[src/rtl/ro_meas_ctrl_if.sv]
// rtl/ro_meas_ctrl_if.sv - control/result bundle for the ring-oscillator measurement controller
interface ro_meas_ctrl_if #(
  parameter int NSEL   = 4,
  parameter int CNT_W  = 16,
  parameter int GATE_W = 16,
  parameter int SEL_W  = (NSEL > 1) ? $clog2(NSEL) : 1
);
  logic              START;
  logic [SEL_W-1:0]  SEL;
  logic [GATE_W-1:0] GATE;
  logic [NSEL-1:0]   RO_IN;
  logic [NSEL-1:0]   RO_EN;
  logic              BUSY;
  logic              DONE;
  logic [CNT_W-1:0]  COUNT;
  logic              OVF;

  modport master (
    output START, SEL, GATE, RO_IN,
    input  RO_EN, BUSY, DONE, COUNT, OVF
  );

  modport slave (
    input  START, SEL, GATE, RO_IN,
    output RO_EN, BUSY, DONE, COUNT, OVF
  );
endinterface

[src/rtl/ro_meas_ctrl.sv]
// rtl/ro_meas_ctrl.sv - gated edge counter for a selectable ring oscillator
module ro_meas_ctrl #(
  parameter int NSEL       = 4,
  parameter int CNT_W      = 16,
  parameter int GATE_W     = 16,
  parameter int SETTLE_CYC = 8
) (
  input logic            CLK,
  input logic            RST,
  ro_meas_ctrl_if.slave  bus
);
  localparam int SEL_W  = (NSEL > 1) ? $clog2(NSEL) : 1;
  localparam int SET_W  = $clog2(SETTLE_CYC + 1);
  localparam int TMR_W  = (GATE_W > SET_W) ? GATE_W : SET_W;

  typedef enum logic [2:0] {
    S_IDLE,
    S_SETTLE,
    S_MEASURE,
    S_DRAIN,
    S_DONE
  } state_t;

  state_t            state_q, state_d;
  logic [TMR_W-1:0]  timer_q, timer_d;
  logic [SEL_W-1:0]  sel_q, sel_d;
  logic [GATE_W-1:0] gate_q, gate_d;
  logic              sync1_q, sync1_d;
  logic              sync2_q, sync2_d;
  logic              prev_q, prev_d;
  logic [CNT_W-1:0]  count_q, count_d;
  logic              ovf_q, ovf_d;
  logic [NSEL-1:0]   ro_en_q, ro_en_d;
  logic              busy_q, busy_d;
  logic              done_q, done_d;
  logic              rise;

  localparam logic [NSEL-1:0] ONE_HOT_LSB = {{(NSEL-1){1'b0}}, 1'b1};

  // Next-state, edge detection and registered-output computation. The
  // synchronizer follows the latched index, so switching oscillators leaves
  // stale samples in the chain; SETTLE flushes them before MEASURE counts.
  always_comb begin
    state_d = state_q;
    timer_d = timer_q;
    sel_d   = sel_q;
    gate_d  = gate_q;
    count_d = count_q;
    ovf_d   = ovf_q;

    sync1_d = bus.RO_IN[sel_q];
    sync2_d = sync1_q;
    prev_d  = sync2_q;
    rise    = sync2_q & ~prev_q;

    case (state_q)
      S_IDLE: begin
        if (bus.START) begin
          state_d = S_SETTLE;
          sel_d   = bus.SEL;
          gate_d  = bus.GATE;
          timer_d = TMR_W'(SETTLE_CYC - 1);
          count_d = '0;
          ovf_d   = 1'b0;
        end
      end
      S_SETTLE: begin
        if (timer_q == '0) begin
          if (gate_q == '0) begin
            state_d = S_DRAIN;
            timer_d = TMR_W'(1);
          end else begin
            state_d = S_MEASURE;
            timer_d = TMR_W'(gate_q) - TMR_W'(1);
          end
        end else begin
          timer_d = timer_q - TMR_W'(1);
        end
      end
      S_MEASURE: begin
        if (rise) begin
          if (count_q == '1) begin
            ovf_d = 1'b1;
          end else begin
            count_d = count_q + CNT_W'(1);
          end
        end
        if (timer_q == '0) begin
          state_d = S_DRAIN;
          timer_d = TMR_W'(1);
        end else begin
          timer_d = timer_q - TMR_W'(1);
        end
      end
      S_DRAIN: begin
        if (timer_q == '0) begin
          state_d = S_DONE;
        end else begin
          timer_d = timer_q - TMR_W'(1);
        end
      end
      S_DONE: begin
        state_d = S_IDLE;
      end
      default: begin
        state_d = S_IDLE;
      end
    endcase

    // Outputs are decoded from the next state so they line up with it once registered.
    ro_en_d = ((state_d == S_SETTLE) || (state_d == S_MEASURE)) ? (ONE_HOT_LSB << sel_d) : '0;
    busy_d  = (state_d == S_SETTLE) || (state_d == S_MEASURE) || (state_d == S_DRAIN);
    done_d  = (state_d == S_DONE);
  end

  // State and output registers with synchronous reset taking priority over everything.
  always_ff @(posedge CLK) begin
    if (RST) begin
      state_q <= S_IDLE;
      timer_q <= '0;
      sel_q   <= '0;
      gate_q  <= '0;
      sync1_q <= 1'b0;
      sync2_q <= 1'b0;
      prev_q  <= 1'b0;
      count_q <= '0;
      ovf_q   <= 1'b0;
      ro_en_q <= '0;
      busy_q  <= 1'b0;
      done_q  <= 1'b0;
    end else begin
      state_q <= state_d;
      timer_q <= timer_d;
      sel_q   <= sel_d;
      gate_q  <= gate_d;
      sync1_q <= sync1_d;
      sync2_q <= sync2_d;
      prev_q  <= prev_d;
      count_q <= count_d;
      ovf_q   <= ovf_d;
      ro_en_q <= ro_en_d;
      busy_q  <= busy_d;
      done_q  <= done_d;
    end
  end

  assign bus.RO_EN = ro_en_q;
  assign bus.BUSY  = busy_q;
  assign bus.DONE  = done_q;
  assign bus.COUNT = count_q;
  assign bus.OVF   = ovf_q;
endmodule
[src/flat_wrapper.sv]
// flat-port wrapper written by rule: the top's interface ports become plain ports
module ro_meas_ctrl_flat 
#(
  parameter int NSEL       = 4,
  parameter int CNT_W      = 16,
  parameter int GATE_W     = 16,
  parameter int SETTLE_CYC = 8
)
  (CLK, RST, bus_START, bus_SEL, bus_GATE, bus_RO_IN, bus_RO_EN, bus_BUSY, bus_DONE, bus_COUNT, bus_OVF);
  ro_meas_ctrl_if #(.NSEL(NSEL), .CNT_W(CNT_W), .GATE_W(GATE_W)) bus_i ();
  input logic CLK;
  input logic RST;
  input wire logic [$bits(bus_i.START)-1:0] bus_START;
  input wire logic [$bits(bus_i.SEL)-1:0] bus_SEL;
  input wire logic [$bits(bus_i.GATE)-1:0] bus_GATE;
  input wire logic [$bits(bus_i.RO_IN)-1:0] bus_RO_IN;
  output wire logic [$bits(bus_i.RO_EN)-1:0] bus_RO_EN;
  output wire logic [$bits(bus_i.BUSY)-1:0] bus_BUSY;
  output wire logic [$bits(bus_i.DONE)-1:0] bus_DONE;
  output wire logic [$bits(bus_i.COUNT)-1:0] bus_COUNT;
  output wire logic [$bits(bus_i.OVF)-1:0] bus_OVF;
  assign bus_i.START = bus_START;
  assign bus_i.SEL = bus_SEL;
  assign bus_i.GATE = bus_GATE;
  assign bus_i.RO_IN = bus_RO_IN;
  assign bus_RO_EN = bus_i.RO_EN;
  assign bus_BUSY = bus_i.BUSY;
  assign bus_DONE = bus_i.DONE;
  assign bus_COUNT = bus_i.COUNT;
  assign bus_OVF = bus_i.OVF;
  ro_meas_ctrl #(.NSEL(NSEL), .CNT_W(CNT_W), .GATE_W(GATE_W), .SETTLE_CYC(SETTLE_CYC)) u_core (.CLK(CLK), .RST(RST), .bus(bus_i));
endmodule
[config.mk]
export PLATFORM = sky130hd
export DESIGN_NAME = ro_meas_ctrl_flat
export DESIGN_NICKNAME = d
export VERILOG_FILES = /design/src/rtl/ro_meas_ctrl_if.sv /design/src/rtl/ro_meas_ctrl.sv /design/src/flat_wrapper.sv
export SDC_FILE = /design/constraint.sdc
export NUM_CORES = 1
export LEC_CHECK = 0
export ABC_AREA = 0
export BUFFER_PORTS_ARGS = -buffer_cell sky130_fd_sc_hd__buf_2
export CAP_MARGIN = 20
export CORE_UTILIZATION = 50
export CTS_CLUSTER_DIAMETER = 50
export DETAILED_ROUTE_END_ITERATION = 8
export GPL_TIMING_DRIVEN = 0
export PLACE_DENSITY = 0.78
export SYNTH_ARGS = -nofsm -noshare
export SYNTH_HDL_FRONTEND = slang
export SYNTH_SLANG_ARGS = --single-unit
[constraint.sdc]
create_clock -name CLK -period 3.3 [get_ports CLK]
set_input_delay 0.33 -clock CLK [delete_from_list [all_inputs] [get_ports CLK]]
set_output_delay 0.33 -clock CLK [all_outputs]
set_load 0.05 [all_outputs]
==> impl_results.md, run 1 <==
* Maximum vdd drop at 0.458 mV
* Sum of negative setup slack at 0 ps
* Worst-case clock skew at 9.79 ps
* RSZ-0062 raised after global routing: no
* Dominant combinational cell family by area after synthesis: simple AND/OR/NAND/NOR gates
* Overall die height at 84.1 um
* Minimum clock period at 2620 ps
* Arithmetic-cell share of the synthesized area counting full adders, half adders and majority gates at 1.11%
* Sequential cell area at 0.00126 sq mm
* Max-slew violation count at 0
* Number of fillers in the final layout at 584
* Reported max-cap violation count at 0
* Final setup vio count at 0
* Clk_lat worst skew at 360 ps
* Category of the critical setup timing path: reg -> reg
* TritonCTS clock tree: yes
* Number of standard-cell rows in the floorplan at 29
* Placeable Area at 0.00642 sq mm
* NumNets Final at 505
* Compound-gate portion of the synthesized area at 18.8%
* Arrival time at the worst endpoint at 2870 ps
* Post-synthesis cell area at 0.00337 sq mm
* Multiplexer share of the synthesized area at 1.34%
* Hold Violations, Final at 0
* Detailed router's first-iteration violation count at 313
* Initial antenna violation count at 0
* Total number of H-tree levels at 3
* Maximum buffer depth of the clock tree at 2
* Vias/cell at 6.18
* Share of synthesized area occupied by flip-flops and latches at 37.4%
* Post-detailed-route wirelength per cell at 15.5 um
* Worst Setup End Kind: register
* Data required time of the critical path at 3540 ps
* Register clock-pin slew on the reported worst setup and hold paths at 80 ps
* Placer Congestion at 0.913
* Half-perimeter wire length of the detailed placement result at 6210 um
* Cells along the critical path: inv_1 -> ha_1 -> clkbuf_1 -> or4bb_1 -> nor4_1 -> a21boi_0 -> o21a_1 -> o31a_1
* Antenna diode count at 0
* Post-cts resize count at 0
* Post-CTS Hold Fix Bufs at 0
* Clock sinks at 63
* F_max at 381 MHz
* Wire length of the first global-routing pass at 14300 um
* Post-synthesis share of cell area spent on xor and xnor gates at 4.16%
* Area of the die at 0.00707 sq mm
* Worst-path cell with the longest stage delay: or4bb_1
* Setup crit start kind: register
* Hold-critical path depth at 3
* Post-CTS setup-driven buffer insertion count at 0
* Post-place setup slack at 832 ps
* Vias in the first global route at 3023
* Routed vias at 3452
* Top-Level Pins at 48
* Worst hold slack at 202 ps
* Least-Margin Pin Slew at 1030 ps
* Initial core utilization at 52.4%
* Grt total ovfl at 0
* Highest cell delay on the worst timing path at 440 ps
* Largest net degree at the start of global routing at 12
* Count of state elements after synthesis at 63
* Netlist cell types at 53
* Number of enable flip-flop cells after synthesis at 0
* Async S/R FF share, synth at 0%
* CTS root buf: clkbuf_8
* Leakage at 1.40 nW
* Total CTS buffers at 9
* Fraction of the mapped netlist area in simple logic gates at 33.6%
* Kind of path behind the tightest hold check: in -> reg
* Synthesis-to-finish area growth at 15.3%
* Ys Warns at 0
* 1st-pass router iterations at 9
* Power Total at 3.56 mW
* Part of the cycle the worst path needs at 79.5%
* Buffers added on ports at 46
* Total Routing Usage GR at 25.3%
* Fraction of final layout cells sized beyond drive strength 1 at 16.6%
* Average cell area after synthesis at 8.02 sq um
* Remaining DRCs at 3
* Prevailing post-synth register cell: dfxtp_1
* Chip width at 84.1 um
* Final WL at 8690 um
* Multi-input gate area in the final layout at 0.00199 sq mm
* Status: finished with violations
* Worst-path fanout max at 10
* Violated checks: DRC
* Max-slew headroom at the worst pin at 30.9%
* Number of cell instances on the worst register-to-register path at 8
* Antenna-violating nets left at 0
* Power density relative to cell area at 916 mW/mm^2
* Minimum setup slack in the final design at 675 ps
* Cells after synthesis at 420
* Mapped Nets at 448
-- through the flow --
stage          utilization, %  cells  cell area [sq um]
3_3_place_gp             57.5    543               3690
5_1_grt                  60.5    559               3880
2_1_floorplan               -    420               3370
3_5_place_dp             57.5    543               3690
4_1_cts                  60.5    559               3880
6_report                 60.5    559               3880
-- critical path: cells and delay by family, from the launching register on --
kind	cells	cell delay (ps)
simple gates	2	840
compound gates	3	720
buf+inv	2	440
flops	1	360
fa+ha+maj	1	150
-- synth_stat cells, types with 2 or more instances --
cell / instances / area (sq um)
xor2_1: 3 / 26.3
o21ai_0: 16 / 80.1
nor2b_1: 4 / 25.0
nand3b_1: 5 / 37.5
o31ai_1: 6 / 45.0
nand3_1: 15 / 75.1
nor4b_1: 2 / 17.5
a22oi_1: 2 / 15.0
xnor2_1: 13 / 114
a21oi_1: 40 / 200
nand4_1: 6 / 37.5
nor4_1: 11 / 68.8
a31oi_1: 3 / 18.8
o211ai_1: 11 / 82.6
o22ai_1: 2 / 12.5
dfxtp_1: 63 / 1260
ha_1: 3 / 37.5
or3_1: 13 / 81.3
nand4b_1: 2 / 17.5
and2_1: 3 / 18.8
nand2_1: 56 / 210
o31a_1: 4 / 35.0
mux2_2: 2 / 22.5
nor3_1: 16 / 80.1
and3_1: 5 / 31.3
a21boi_0: 2 / 15.0
and4_1: 4 / 35.0
buf_2: 2 / 10.0
nor3b_1: 4 / 30.0
or4_4: 2 / 22.5
inv_1: 11 / 41.3
or2_2: 4 / 25.0
nor4_4: 3 / 63.8
clkbuf_1: 17 / 63.8
or4_1: 8 / 60.1
a211oi_1: 9 / 67.6
nand2b_1: 2 / 12.5
nor2_1: 31 / 116
-- registers in the layout, summed over array words and instances (netlist names) --
name              count
u_core.bus.COUNT     16
u_core.gate_q        16
u_core.timer_q       16
u_core.bus.RO_EN      4
u_core.state_q        3
u_core.sel_q          2
u_core.bus.BUSY       1
u_core.bus.DONE       1
u_core.bus.OVF        1
u_core.prev_d         1
u_core.prev_q         1
u_core.sync1_q        1
-- layout by cell type (no fill, tap or decap), drive strengths merged, types with 3 or more instances in the layout --
cell,count
nand3b,5
o31ai,6
clkbuf,27
clkinv,4
nor2b,4
xor2,3
nor4,15
inv,11
dfxtp,63
nor2,31
buf,49
nor3,16
and2,3
a211oi,9
nor3b,4
or2,4
o31a,4
nand4,6
xnor2,13
a21oi,40
ha,3
and4,4
nand2,56
o21ai,16
or4,10
nor4b,3
or3,13
o211ai,11
and3,5
a31oi,3
nand3,15
-- report_power, final --
part / total [mW] / internal (mW) / leakage [nW] / switching (mW)
Combinational: 1.80 / 0.652 / 0.788 / 1.15
Sequential: 1.09 / 0.914 / 0.513 / 0.176
Clock: 0.666 / 0.346 / 0.0960 / 0.320
Total: 3.56 / 1.91 / 1.40 / 1.65
-- metal layers --
metal / share of wire [%] / vias to the layer above / GRT usage (%)
met5: 0 / - / 0
met4: 2.6 / 0 / 11.4
met3: 7.3 / 32 / 6.33
met2: 45 / 155 / 38.4
met1: 45 / 1597 / 33.8
li1: - / 1668 / -
-- cell families (layout without fill, tap and decap cells) --
kind of cell,count (synthesis),after routing
and+or+nand+nor,202,202
AOI/OAI and AO/OA,102,102
DFF,63,63
buffers and inverters,31,93
xor gates and xnor gates,16,16
adders and majority gates,3,3
muxes,3,3
-- final cells by class --
cell class / count / area share, %
multi-input combinational: 326 / 51.2
sequential: 63 / 32.5
timing repair buffer: 46 / 5.93
clock buffer: 10 / 3.29
tap: 77 / 2.48
buffer: 20 / 2.00
clock inverter: 6 / 1.58
inverter: 11 / 1.06
-- worst paths after layout --
kind,endpoint,slack [ps],startpoint
min,u_core.gate_q[2]$_SDFFE_PP0P_,200,bus_GATE[2]
max reg2reg,u_core.timer_q[1]$_SDFFE_PP0P_,680,u_core.timer_q[0]$_SDFFE_PP0P_
min reg2reg,u_core.prev_d$_SDFF_PP0_,460,u_core.sync1_q$_SDFF_PP0_
max,u_core.timer_q[1]$_SDFFE_PP0P_,680,u_core.timer_q[0]$_SDFFE_PP0P_
Power figures use the tool's default switching activity.
==> inputs of run 2 (changes only) <==
Settings changed: PLACE_DENSITY 0.78 to 0.81.
Clock period 3.3 ns to 2.4 ns, I/O delays scaled along.
==> run 2 against run 1 <==
Net effect: the run still ends with DRC left; final cell count rose by 0.36%; sequential cell count did not move; maximum frequency rose by 9.9%; routed wire length rose by 1.0%; via count rose by 1.4%; sequential share of layout area fell by 0.27 points; critical path type unchanged; critical endpoint is now u_core.timer_q[12]$_SDFFE_PP0P_.
==> impl_results.md, run 2 (same netlist as run 1, synthesis figures left out) <==
* Sequential Power Share at 30.6% (about the same)
* Reported max-cap violation count at 0 (unchanged)
* Chip width at 84.1 um (unchanged)
* Clk_lat worst skew at 350 ps (about the same)
* Commonest non-fill, non-tap cells in the layout: 63 x dfxtp_1, 56 x nand2_1, 47 x buf_2, 39 x a21oi_1, 31 x nor2_1
* Beginning of the worst hold path: bus_GATE[1]
* P_sw at 2.28 mW (+39%)
* Category of the critical setup timing path: reg -> reg
* Vias/cell at 6.24 (+1.0%)
* Most common cell after layout, fill and taps aside: dfxtp_1
* Startpoint of the lowest-slack register-to-register path: u_core.timer_q[0]$_SDFFE_PP0P_
* Post-detailed-route wirelength per cell at 15.6 um (+0.65%)
* Share of total power in combinational logic at 52.4% (+1.8 points)
* Total number of H-tree levels at 3 (unchanged)
* Minimum clock period at 2390 ps (-237 ps)
* Clock network power share at 17.1% (-1.6 points)
* TritonCTS clock tree: yes
* RSZ-0062 raised after global routing: yes
* Register clock-pin slew on the reported worst setup and hold paths at 70 ps (about the same)
* Placeable Area at 0.00642 sq mm (unchanged)
* Hold Violations, Final at 0 (unchanged)
* Total Routing Usage GR at 25.5% (+0.24 points)
* Number of cell instances on the worst register-to-register path at 8 (unchanged)
* Wire length of the first global-routing pass at 14400 um (+0.68%)
* Setup crit start kind: register
* CTS root buf: clkbuf_8
* Largest net degree at the start of global routing at 11 (-1)
* Overall die height at 84.1 um (unchanged)
* Total CTS buffers at 9 (unchanged)
* Post-Layout Cell Count at 561 (+0.36%)
* Area of the die at 0.00707 sq mm (unchanged)
* Initial core utilization at 52.4% (unchanged)
* Initial antenna violation count at 0 (unchanged)
* Routed vias at 3499 (+1.4%)
* 1st-pass router iterations at 9 (unchanged)
* Arrival time at the worst endpoint at 2620 ps (-250 ps)
* NumNets Final at 507 (+0.40%)
* Max-slew violation count at 0 (unchanged)
* Grt total ovfl at 0 (unchanged)
* Status: finished with violations
* F_max at 419 MHz (+9.9%)
* Half-perimeter wire length of the detailed placement result at 6340 um (+2.0%)
* Buffers added on ports at 46 (unchanged)
* Net switching share of the total power at 46.2% (about the same)
* Fraction of final layout cells sized beyond drive strength 1 at 17.8% (+1.2 points)
* Worst reg-to-reg setup slack at 10 ps (-660 ps)
* Detailed router's first-iteration violation count at 327 (+4.5%)
* Vias in the first global route at 3021 (-0.066%)
* Synthesis-to-finish area growth at 16.3%
* Top-Level Pins at 48 (unchanged)
* Worst hold path endpoint: u_core.gate_q[1]$_SDFFE_PP0P_
* Antenna-violating nets left at 0 (unchanged)
* Worst-path fanout max at 8 (-2)
* Worst-case clock skew at 11.0 ps (+1.17 ps)
* Hold-critical path depth at 3 (unchanged)
* Final setup vio count at 0 (unchanged)
* Internal portion of total power at 2.66 mW (+39%)
* Kind of path behind the tightest hold check: in -> reg
* Maximum vdd drop at 0.814 mV (+78%)
* Data required time of the critical path at 2630 ps (-910 ps)
* Fraction of the core area covered by cells at the end of the flow at 61.0% (+0.51 points)
* Summed area of non-filler cells in the final layout at 0.00392 sq mm (+0.84%)
* Number of placed instances, taps included at 543 (unchanged)
* Remaining DRCs at 2 (-1)
* Power Total at 4.94 mW (+39%)
* Antenna diode count at 0 (unchanged)
* Final WL at 8780 um (+1.0%)
* Post-detailed-placement cell area at 0.00369 sq mm (unchanged)
* Clock sinks at 63 (unchanged)
* Worst flop-to-flop path endpoint: u_core.timer_q[12]$_SDFFE_PP0P_
* Max-slew headroom at the worst pin at 29.2% (-1.8 points)
* Least-Margin Pin Slew at 1050 ps (+26.0 ps)
* Violated checks: DRC
* Leakage at 1.41 nW (+1.0%)
* Number of standard-cell rows in the floorplan at 29 (unchanged)
* Worst hold slack at 133 ps (-69.0 ps)
* Part of the cycle the worst path needs at 99.5% (+20 points)
* Maximum buffer depth of the clock tree at 2 (unchanged)
* Placer Congestion at 0.971 (+6.3%)
* Worst Setup End Kind: register
* Power density relative to cell area at 1260 mW/mm^2 (+38%)
run 2: cell count changes in the layout (fill, tap and decap cells not counted), sizes merged:
cell	delta
buf	+1
bufinv	-1
clkbuf	+4
clkinv	-2
run 2: through the flow:
stage | setup slack [ps] | TNS (ps)
after floorplan | 174 | 0
after global placement | -60.8 | -143
after detailed placement | -92.3 | -237
after CTS | 14.0 | 0
after global routing | -27.4 | -53.1
final | 12.2 | 0
run 2: how the worst max path moves through the flow:
stage               slack (ps)                              from  cells past startpoint                           endpoint
floorplan                  170  u_core.bus.COUNT[0]$_SDFFE_PP0P_                      7   u_core.bus.COUNT[7]$_SDFFE_PP0P_
global placement           -60    u_core.timer_q[0]$_SDFFE_PP0P_                      8     u_core.timer_q[1]$_SDFFE_PP0P_
detailed placement         -90    u_core.timer_q[0]$_SDFFE_PP0P_                      8    u_core.timer_q[12]$_SDFFE_PP0P_
CTS                         10     u_core.gate_q[0]$_SDFFE_PP0P_                      8     u_core.timer_q[0]$_SDFFE_PP0P_
global route               -30      u_core.state_q[0]$_SDFF_PP0_                      5  u_core.bus.COUNT[13]$_SDFFE_PP0P_
finish                      10    u_core.timer_q[0]$_SDFFE_PP0P_                      8    u_core.timer_q[12]$_SDFFE_PP0P_
run 2: area by class of cell:
class,count,area (sq um)
flip-flops and latches,63,1260
well taps,77,96.3
fillers,575,2510
repair buffers,48,245
clock buffers,13,159
inverters,11,41.3
clock inverters,3,17.5
plain buffers,20,82.6
multi-input cells,326,2010
run 2: repair_timing:
item                       CTS  global route
gates resized for setup      1             9
pin swaps                    1             2
setup endpoints to repair    4            20
buffers inserted             0             2
cloned                       0             0
hold buffers                 0             0
run 2: power by group through the flow:
stage                     clock network, mW  logic, mW  registers [mW]
final                                 0.843       2.59            1.51
after global routing                  0.897       2.81            1.54
after CTS                             0.845       2.44            1.49
after detailed placement                  0       2.41            1.51
after global placement                    0       2.36            1.50
after floorplan                           0       1.83            1.51
run 2: worst max-delay path, cell delays in order (launching register included):
cell      delay [ps]
dfxtp_1          360
inv_1             90
ha_1             160
or3b_2           480
nor4_4           290
buf_4            190
nand2b_1         210
o22ai_1          130
a221o_1          360
run 2: per-layer routing:
layer | vias up | routed length [um] | track usage (%)
met3 | 24 | 566 | 4.95
met2 | 158 | 4070 | 39.9
met1 | 1642 | 3940 | 34.5
li1 | 1675 | - | -
met4 | 0 | 199 | 10.3
met5 | - | 0 | 0
